`src/rtl/switch_reg_pkg.sv`:
```
// Shared constants and FSM encoding for the SPI register-table front-end.
package switch_reg_pkg;

  localparam int unsigned ADDR_WIDTH_DEF = 7;
  localparam int unsigned DATA_WIDTH_DEF = 16;
  localparam int unsigned FRAME_LEN      = 24;

  // Frame field positions (MSB first on the wire)
  localparam int unsigned RW_BIT   = 23;
  localparam int unsigned ADDR_MSB = 22;
  localparam int unsigned ADDR_LSB = 16;
  localparam int unsigned DATA_MSB = 15;
  localparam int unsigned DATA_LSB = 0;

  typedef enum logic [2:0] {
    ST_IDLE,
    ST_CMD,
    ST_RFETCH,
    ST_RDATA,
    ST_WDATA,
    ST_DONE
  } state_e;

endpackage

```
`src/rtl/spi_sync_edge.sv`:
```
// Two-flop synchronizer for an asynchronous pin with registered rise/fall pulses.
// All flops reset low, so a pin held low through reset never yields a false fall.
module spi_sync_edge (
  input  logic clk,
  input  logic rst,
  input  logic d_i,
  output logic q_o,
  output logic rise_o,
  output logic fall_o
);

  logic meta_q, sync_q, prev_q, rise_q, fall_q;

  always_ff @(posedge clk or posedge rst) begin
    if (rst) begin
      meta_q <= 1'b0;
      sync_q <= 1'b0;
      prev_q <= 1'b0;
      rise_q <= 1'b0;
      fall_q <= 1'b0;
    end else begin
      meta_q <= d_i;
      sync_q <= meta_q;
      prev_q <= sync_q;
      rise_q <= sync_q & ~prev_q;
      fall_q <= ~sync_q & prev_q;
    end
  end

  assign q_o    = sync_q;
  assign rise_o = rise_q;
  assign fall_o = fall_q;

endmodule

```
`src/rtl/spi_reg_slave.sv`:
```
// SPI mode-0 slave turning 24-bit frames into register-table writes and reads.
module spi_reg_slave
  import switch_reg_pkg::*;
#(
  parameter int unsigned ADDR_WIDTH = ADDR_WIDTH_DEF,
  parameter int unsigned DATA_WIDTH = DATA_WIDTH_DEF,
  parameter int unsigned RD_LAT     = 2
) (
  input  logic                  clk,
  input  logic                  rst,
  input  logic                  spi_sclk,
  input  logic                  spi_cs_n,
  input  logic                  spi_mosi,
  output logic                  spi_miso,
  output logic                  spi_miso_oe,
  output logic [ADDR_WIDTH-1:0] addr,
  output logic                  wr,
  output logic [DATA_WIDTH-1:0] din,
  output logic [ADDR_WIDTH-1:0] addr_r,
  input  logic [DATA_WIDTH-1:0] spi_dout,
  output logic                  busy,
  output logic                  frame_abort
);

  localparam int unsigned CMD_BITS   = 1 + ADDR_WIDTH;
  localparam int unsigned FRAME_BITS = CMD_BITS + DATA_WIDTH;
  localparam int unsigned CNT_W      = $clog2(FRAME_BITS + 1);
  localparam int unsigned LAT_W      = $clog2(RD_LAT + 2);

  logic sclk_rise, sclk_fall, sclk_lvl_unused;
  logic cs_sync, cs_rise, cs_fall;
  logic mosi_sync, mosi_rise_unused, mosi_fall_unused;

  spi_sync_edge u_sync_sclk (
    .clk(clk), .rst(rst), .d_i(spi_sclk),
    .q_o(sclk_lvl_unused), .rise_o(sclk_rise), .fall_o(sclk_fall)
  );
  spi_sync_edge u_sync_cs (
    .clk(clk), .rst(rst), .d_i(spi_cs_n),
    .q_o(cs_sync), .rise_o(cs_rise), .fall_o(cs_fall)
  );
  spi_sync_edge u_sync_mosi (
    .clk(clk), .rst(rst), .d_i(spi_mosi),
    .q_o(mosi_sync), .rise_o(mosi_rise_unused), .fall_o(mosi_fall_unused)
  );

  state_e                  state_q, state_d;
  logic [CNT_W-1:0]        cnt_q, cnt_d, cnt_inc;
  logic [DATA_WIDTH-2:0]   rx_q, rx_d;
  logic [DATA_WIDTH-1:0]   tx_q, tx_d;
  logic [LAT_W-1:0]        lat_q, lat_d;
  logic [ADDR_WIDTH-1:0]   cmd_addr_q, cmd_addr_d;
  logic [ADDR_WIDTH-1:0]   addr_q, addr_d, addr_r_q, addr_r_d;
  logic [DATA_WIDTH-1:0]   din_q, din_d;
  logic                    miso_q, miso_d, oe_q, oe_d, wr_q, wr_d;
  logic                    busy_q, busy_d, abort_q, abort_d, cs_seen_q, cs_seen_d;
  logic                    frame_active;

  assign cnt_inc      = (cnt_q == CNT_W'(FRAME_BITS)) ? cnt_q : cnt_q + CNT_W'(1);
  assign frame_active = state_q inside {ST_CMD, ST_RFETCH, ST_RDATA, ST_WDATA};

  always_ff @(posedge clk or posedge rst) begin
    if (rst) begin
      state_q    <= ST_IDLE;
      cnt_q      <= '0;
      rx_q       <= '0;
      tx_q       <= '0;
      lat_q      <= '0;
      cmd_addr_q <= '0;
      addr_q     <= '0;
      addr_r_q   <= '0;
      din_q      <= '0;
      miso_q     <= 1'b0;
      oe_q       <= 1'b0;
      wr_q       <= 1'b0;
      busy_q     <= 1'b0;
      abort_q    <= 1'b0;
      cs_seen_q  <= 1'b0;
    end else begin
      state_q    <= state_d;
      cnt_q      <= cnt_d;
      rx_q       <= rx_d;
      tx_q       <= tx_d;
      lat_q      <= lat_d;
      cmd_addr_q <= cmd_addr_d;
      addr_q     <= addr_d;
      addr_r_q   <= addr_r_d;
      din_q      <= din_d;
      miso_q     <= miso_d;
      oe_q       <= oe_d;
      wr_q       <= wr_d;
      busy_q     <= busy_d;
      abort_q    <= abort_d;
      cs_seen_q  <= cs_seen_d;
    end
  end

  always_comb begin
    state_d    = state_q;
    cnt_d      = cnt_q;
    rx_d       = rx_q;
    tx_d       = tx_q;
    lat_d      = lat_q;
    cmd_addr_d = cmd_addr_q;
    addr_d     = addr_q;
    addr_r_d   = addr_r_q;
    din_d      = din_q;
    miso_d     = miso_q;
    wr_d       = 1'b0;
    abort_d    = 1'b0;
    // busy only counts once cs_n has been seen high after reset
    cs_seen_d  = cs_seen_q | cs_sync;
    busy_d     = cs_seen_q & ~cs_sync;

    if (frame_active && cs_rise) begin
      state_d = ST_IDLE;
      abort_d = 1'b1;
    end else begin
      case (state_q)
        ST_IDLE: begin
          if (cs_fall) begin
            state_d = ST_CMD;
            cnt_d   = '0;
          end
        end
        ST_CMD: begin
          if (sclk_rise) begin
            rx_d  = {rx_q[DATA_WIDTH-3:0], mosi_sync};
            cnt_d = cnt_inc;
            if (cnt_q == CNT_W'(CMD_BITS - 1)) begin
              cmd_addr_d = {rx_q[ADDR_WIDTH-2:0], mosi_sync};
              if (rx_q[ADDR_WIDTH-1]) begin
                state_d = ST_WDATA;
              end else begin
                addr_r_d = {rx_q[ADDR_WIDTH-2:0], mosi_sync};
                lat_d    = '0;
                state_d  = ST_RFETCH;
              end
            end
          end
        end
        ST_RFETCH: begin
          if (sclk_rise) cnt_d = cnt_inc;
          if (lat_q == LAT_W'(RD_LAT)) begin
            tx_d    = spi_dout;
            state_d = ST_RDATA;
          end else begin
            lat_d = lat_q + LAT_W'(1);
          end
        end
        ST_RDATA: begin
          if (sclk_fall) begin
            miso_d = tx_q[DATA_WIDTH-1];
            tx_d   = {tx_q[DATA_WIDTH-2:0], 1'b0};
          end
          if (sclk_rise) begin
            cnt_d = cnt_inc;
            if (cnt_q == CNT_W'(FRAME_BITS - 1)) state_d = ST_DONE;
          end
        end
        ST_WDATA: begin
          if (sclk_rise) begin
            rx_d  = {rx_q[DATA_WIDTH-3:0], mosi_sync};
            cnt_d = cnt_inc;
            if (cnt_q == CNT_W'(FRAME_BITS - 1)) begin
              wr_d    = 1'b1;
              addr_d  = cmd_addr_q;
              din_d   = {rx_q, mosi_sync};
              state_d = ST_DONE;
            end
          end
        end
        ST_DONE: begin
          if (cs_rise) state_d = ST_IDLE;
        end
        default: state_d = ST_IDLE;
      endcase
    end

    oe_d = (state_d == ST_RDATA);
  end

  assign spi_miso    = miso_q;
  assign spi_miso_oe = oe_q;
  assign addr        = addr_q;
  assign wr          = wr_q;
  assign din         = din_q;
  assign addr_r      = addr_r_q;
  assign busy        = busy_q;
  assign frame_abort = abort_q;

endmodule

```
`config.mk`:
```
export PLATFORM = sky130hd
export DESIGN_NAME = spi_reg_slave
export DESIGN_NICKNAME = d
export VERILOG_FILES = /design/src/rtl/switch_reg_pkg.sv /design/src/rtl/spi_sync_edge.sv /design/src/rtl/spi_reg_slave.sv
export SDC_FILE = /design/constraint.sdc
export NUM_CORES = 1
export LEC_CHECK = 0
export CAP_MARGIN = 20
export CORE_AREA = 4 4 89 91
export CTS_BUF_LIST = sky130_fd_sc_hd__clkbuf_2
export DETAILED_ROUTE_END_ITERATION = 8
export DIE_AREA = 0 0 93 95
export DONT_BUFFER_PORTS = 1
export PLACE_DENSITY = 0.71
export SLEW_MARGIN = 10
export SYNTH_ARGS = -nofsm -noshare
export SYNTH_HDL_FRONTEND = slang
export SYNTH_SLANG_ARGS = --single-unit
```
`constraint.sdc`:
```
create_clock -name clk -period 9.3 [get_ports clk]
set_clock_uncertainty 0.05 [all_clocks]
set_input_delay 1.395 -clock clk [delete_from_list [all_inputs] [get_ports clk]]
set_output_delay 1.395 -clock clk [all_outputs]
set_load 0.02 [all_outputs]
```
==> flow_summary.rst <==
.. list-table::
   :header-rows: 1

   * - Metric
     - Value
   * - Result of the run
     - complete, no violations
   * - I/O pin count
     - 56
   * - Total net switching power
     - 0.173 mW
   * - Vias in the first global route
     - 2,186
   * - Detailed placer's ending HPWL
     - between 4000 and 5000 µm
   * - Max-capacitance violation count
     - 0
   * - R2r setup slk
     - about 7 ns
   * - Clock network power share
     - 0.282
   * - Number of unique standard cell types used by synthesis
     - just over 40
   * - Top cells by area, synth
     - sky130_fd_sc_hd__dfrtp_1 (61%), sky130_fd_sc_hd__mux2_2 (13%), sky130_fd_sc_hd__mux2i_1 (3.8%)
   * - Antenna violations before repair
     - 0
   * - Clock period minus worst slack
     - 2.52 ns
   * - XOR/XNOR Fraction of Synth Area
     - 0.00221
   * - Headroom to the max-slew limit
     - 0.387
   * - Post_cts resized
     - 0
   * - CTS tree
     - yes
   * - Worst path depth
     - 0
   * - Row cnt
     - 31
   * - Routed len/inst
     - approximately 15 µm
   * - Placeable core region
     - approximately 7100 µm²
   * - CTS Buffer Depth
     - 2
   * - Worst-Margin Slew
     - between 0.9 and 1 ns
   * - Routability-driven placement congestion ratio
     - between 0.8 and 0.9
   * - End of the worst register-to-register path
     - spi_miso$_DFFE_PP0P_
   * - Post-route cell area
     - 4130 µm²
   * - Total standard cell area after synthesis
     - just under 4000 µm²
   * - Combinational share of power
     - 0.057
   * - CTS Buf Count
     - 9
   * - Post-CTS Hold Buffers
     - 0
   * - Final setup violation count
     - 0
   * - Worst voltage drop across the vdd grid
     - roughly 0.11 mV
   * - Die width
     - 93 µm
   * - Detailed-route wire length
     - ~6300 µm
   * - RSZ-0062 raised after global routing
     - no
   * - Min-Delay Path Class
     - reg -> reg
   * - Total setup buffers inserted after CTS
     - 0
   * - TritonCTS Sinks
     - 96
   * - Number of nets with antenna violations after routing
     - 0
   * - Final Hold Viols
     - 0
   * - Reg power frac
     - 0.661
   * - Part of the Yosys area used for sequential elements
     - 0.607
   * - Post-synth top area share
     - 0.607
   * - Critical path data required time
     - approximately 7.9 ns
   * - WHS Path Cells
     - 0
   * - Area fraction in and, or, nand and nor cells after synthesis
     - 0.0867
   * - Static leakage power
     - 2.07 nW
   * - Number of nets produced by synthesis
     - around 330
   * - # port buffers
     - 0
   * - Vias per cell
     - 5.39
   * - Floorplan die area
     - 8840 µm²
   * - Switching portion of total power
     - 0.252
   * - Total power consumption of the routed design
     - 0.687 mW
   * - Die extent in y
     - between 90 and 100 µm
   * - Worst-path clk slew
     - approximately 0.27 ns
   * - Gate count after technology mapping
     - approximately 300
   * - Htree depth
     - 3
   * - Worst r2r path cells
     - 4
   * - Share of post-route cells with drive strength above 1
     - 0.256
   * - Placed instance area
     - between 4000 and 5000 µm²
   * - Arrival time at the worst endpoint
     - 1.07 ns
   * - Reg2Reg Launch Point
     - state_q[1]$_DFF_PP0_
   * - Period Utilization, post-route
     - 0.271
   * - Routed via count
     - roughly 2,200
   * - Origin of the worst min-delay path
     - u_sync_sclk.meta_q$_DFF_PP0_
   * - Share of synthesized area spent on multiplexers
     - 0.198
   * - Number of max-slew violations in the final report
     - 0
   * - Initial core utilization
     - 0.554
   * - Antenna Diode Count
     - 0
   * - Number of storage elements in the synthesis netlist
     - 96
   * - Critical setup path kind
     - reg -> out
   * - Warnings from Yosys
     - 0
   * - First-pass iteration count of the detailed router
     - 4
   * - PnR worst setup slack
     - around 6.8 ns
   * - CTS Root Buffer Type
     - sky130_fd_sc_hd__clkbuf_2
   * - Max Clock Freq
     - about 400 MHz
   * - Library cell occupying the most area in the post-synthesis netlist
     - sky130_fd_sc_hd__dfrtp_1
   * - Endpoint kind of the worst setup timing path
     - output port
   * - Initial DRC Count
     - 53
   * - Timing startpoint of the critical path
     - din[7]$_DFFE_PP0P_
   * - Internal power consumption
     - just over 0.5 mW
   * - Worst Setup Start Kind
     - flop
   * - Worst setup slack after placement
     - 6.78 ns
   * - Commonest non-fill, non-tap cells in the layout
     - sky130_fd_sc_hd__dfrtp_1 (96), sky130_fd_sc_hd__mux2_2 (47), sky130_fd_sc_hd__nand2_1 (24), sky130_fd_sc_hd__o21ai_0 (24), sky130_fd_sc_hd__mux2i_1 (15)
   * - Main combinational cell family by area after synthesis
     - multiplexers
   * - Total power per unit cell area
     - 166 nW/µm²
   * - First-pass GRT wire length
     - around 11,000 µm
   * - Overall global routing resource usage
     - 0.157
   * - Average footprint of a synthesized cell
     - 13.1 µm²
   * - Maximum fanout encountered on the critical timing path
     - 2
   * - Fraction of the mapped netlist area in adder cells
     - 0.00949
   * - Fraction of the mapped netlist area in compound gates
     - 0.0686
   * - DRC violations left
     - 0
   * - Largest net degree at the start of global routing
     - slightly above 60
   * - Area added between synthesis and finish
     - 4.43%
   * - Worst setup path endpoint
     - din[7]
   * - Total congestion overflow
     - 0
   * - Final sum of negative setup slack
     - 0 ns
   * - Clock insertion delay at the later pin of the skew report
     - 0.54 ns
   * - Most common cell after layout, fill and taps aside
     - sky130_fd_sc_hd__dfrtp_1
   * - Total Nets Final
     - between 300 and 400
   * - Core Util, Final
     - 0.579
==> sequential cells by signal (all words and copies together), names as in the netlist, 3 cells and up <==
register	count
din	16
cnt_q	5
addr	7
state_q	3
rx_q	15
addr_r	7
cmd_addr_q	7
tx_q	16
==> how the worst min path moves through the flow <==
stage / endpoint / slack, ns
final: u_sync_sclk.q_o$_DFF_PP0_ / 0.31
after global routing: u_sync_mosi.q_o$_DFF_PP0_ / 0.34
after CTS: u_sync_sclk.q_o$_DFF_PP0_ / 0.32
after detailed placement: u_sync_mosi.q_o$_DFF_PP0_ / 0.28
after global placement: u_sync_sclk.q_o$_DFF_PP0_ / 0.28
after floorplan: u_sync_cs.q_o$_DFF_PP0_ / 0.28
==> kinds of logic (layout without fill, tap and decap cells) <==
family	count (synthesis)	after routing
flops	96	96
compound gates	45	45
fa+ha+maj	3	3
simple gates	66	66
mux	69	69
xor+xnor	1	1
buf+inv	23	25
==> final cells by class <==
class,count,area [µm²]
repair buffers,2,15.0
flip-flops and latches,96,2400
clock buffers,9,45.0
clock inverters,7,71.3
multi-input cells,184,1450
inverters,7,28.8
fillers,613,3010
well taps,99,124
==> stage by stage <==
stage | std cells | hold WS (ns)
6_report | 404 | 0.314
3_5_place_dp | 388 | 0.285
2_1_floorplan | 303 | 0.281
3_3_place_gp | 388 | 0.284
5_1_grt | 404 | 0.339
4_1_cts | 404 | 0.318
==> synthesized netlist by cell type, drive strengths merged <==
| cell | instances |
|---|---|
| or4 | 1 |
| nor2b | 6 |
| clkbuf | 9 |
| nand2b | 2 |
| or2 | 1 |
| a311oi | 3 |
| nand3 | 6 |
| nor2 | 9 |
| a21oi | 8 |
| o2bb2ai | 1 |
| mux2i | 15 |
| o2111ai | 1 |
| inv | 7 |
| nor4 | 2 |
| nand3b | 1 |
| or4b | 1 |
| a31o | 1 |
| nand2 | 25 |
| buf | 7 |
| a211o | 1 |
| and2 | 1 |
| nor3 | 3 |
| and3 | 1 |
| ha | 3 |
| o21ai | 24 |
| and4b | 2 |
| or3 | 2 |
| o21a | 3 |
| nor3b | 1 |
| xnor2 | 1 |
| a2111oi | 1 |
| a31oi | 2 |
| dfrtp | 96 |
| nand4b | 1 |
| nand4 | 1 |
| mux2 | 54 |
==> power groups by stage <==
stage	clock, mW	combinational (mW)	sequential [mW]
after floorplan	0	0.0387	0.451
after global placement	0	0.0391	0.460
after detailed placement	0	0.0402	0.462
after CTS	0.204	0.0406	0.455
after global routing	0.218	0.0460	0.459
final	0.194	0.0391	0.454
==> routing by layer <==
metal	vias to the layer above	share of wire	global-route usage
li1	1060	-	-
met1	1056	0.45	0.208
met2	53	0.47	0.237
met3	8	0.071	0.0614
met4	0	0.014	0.0562
met5	-	0	0
Note: power is estimated with default switching activity, not from simulation.
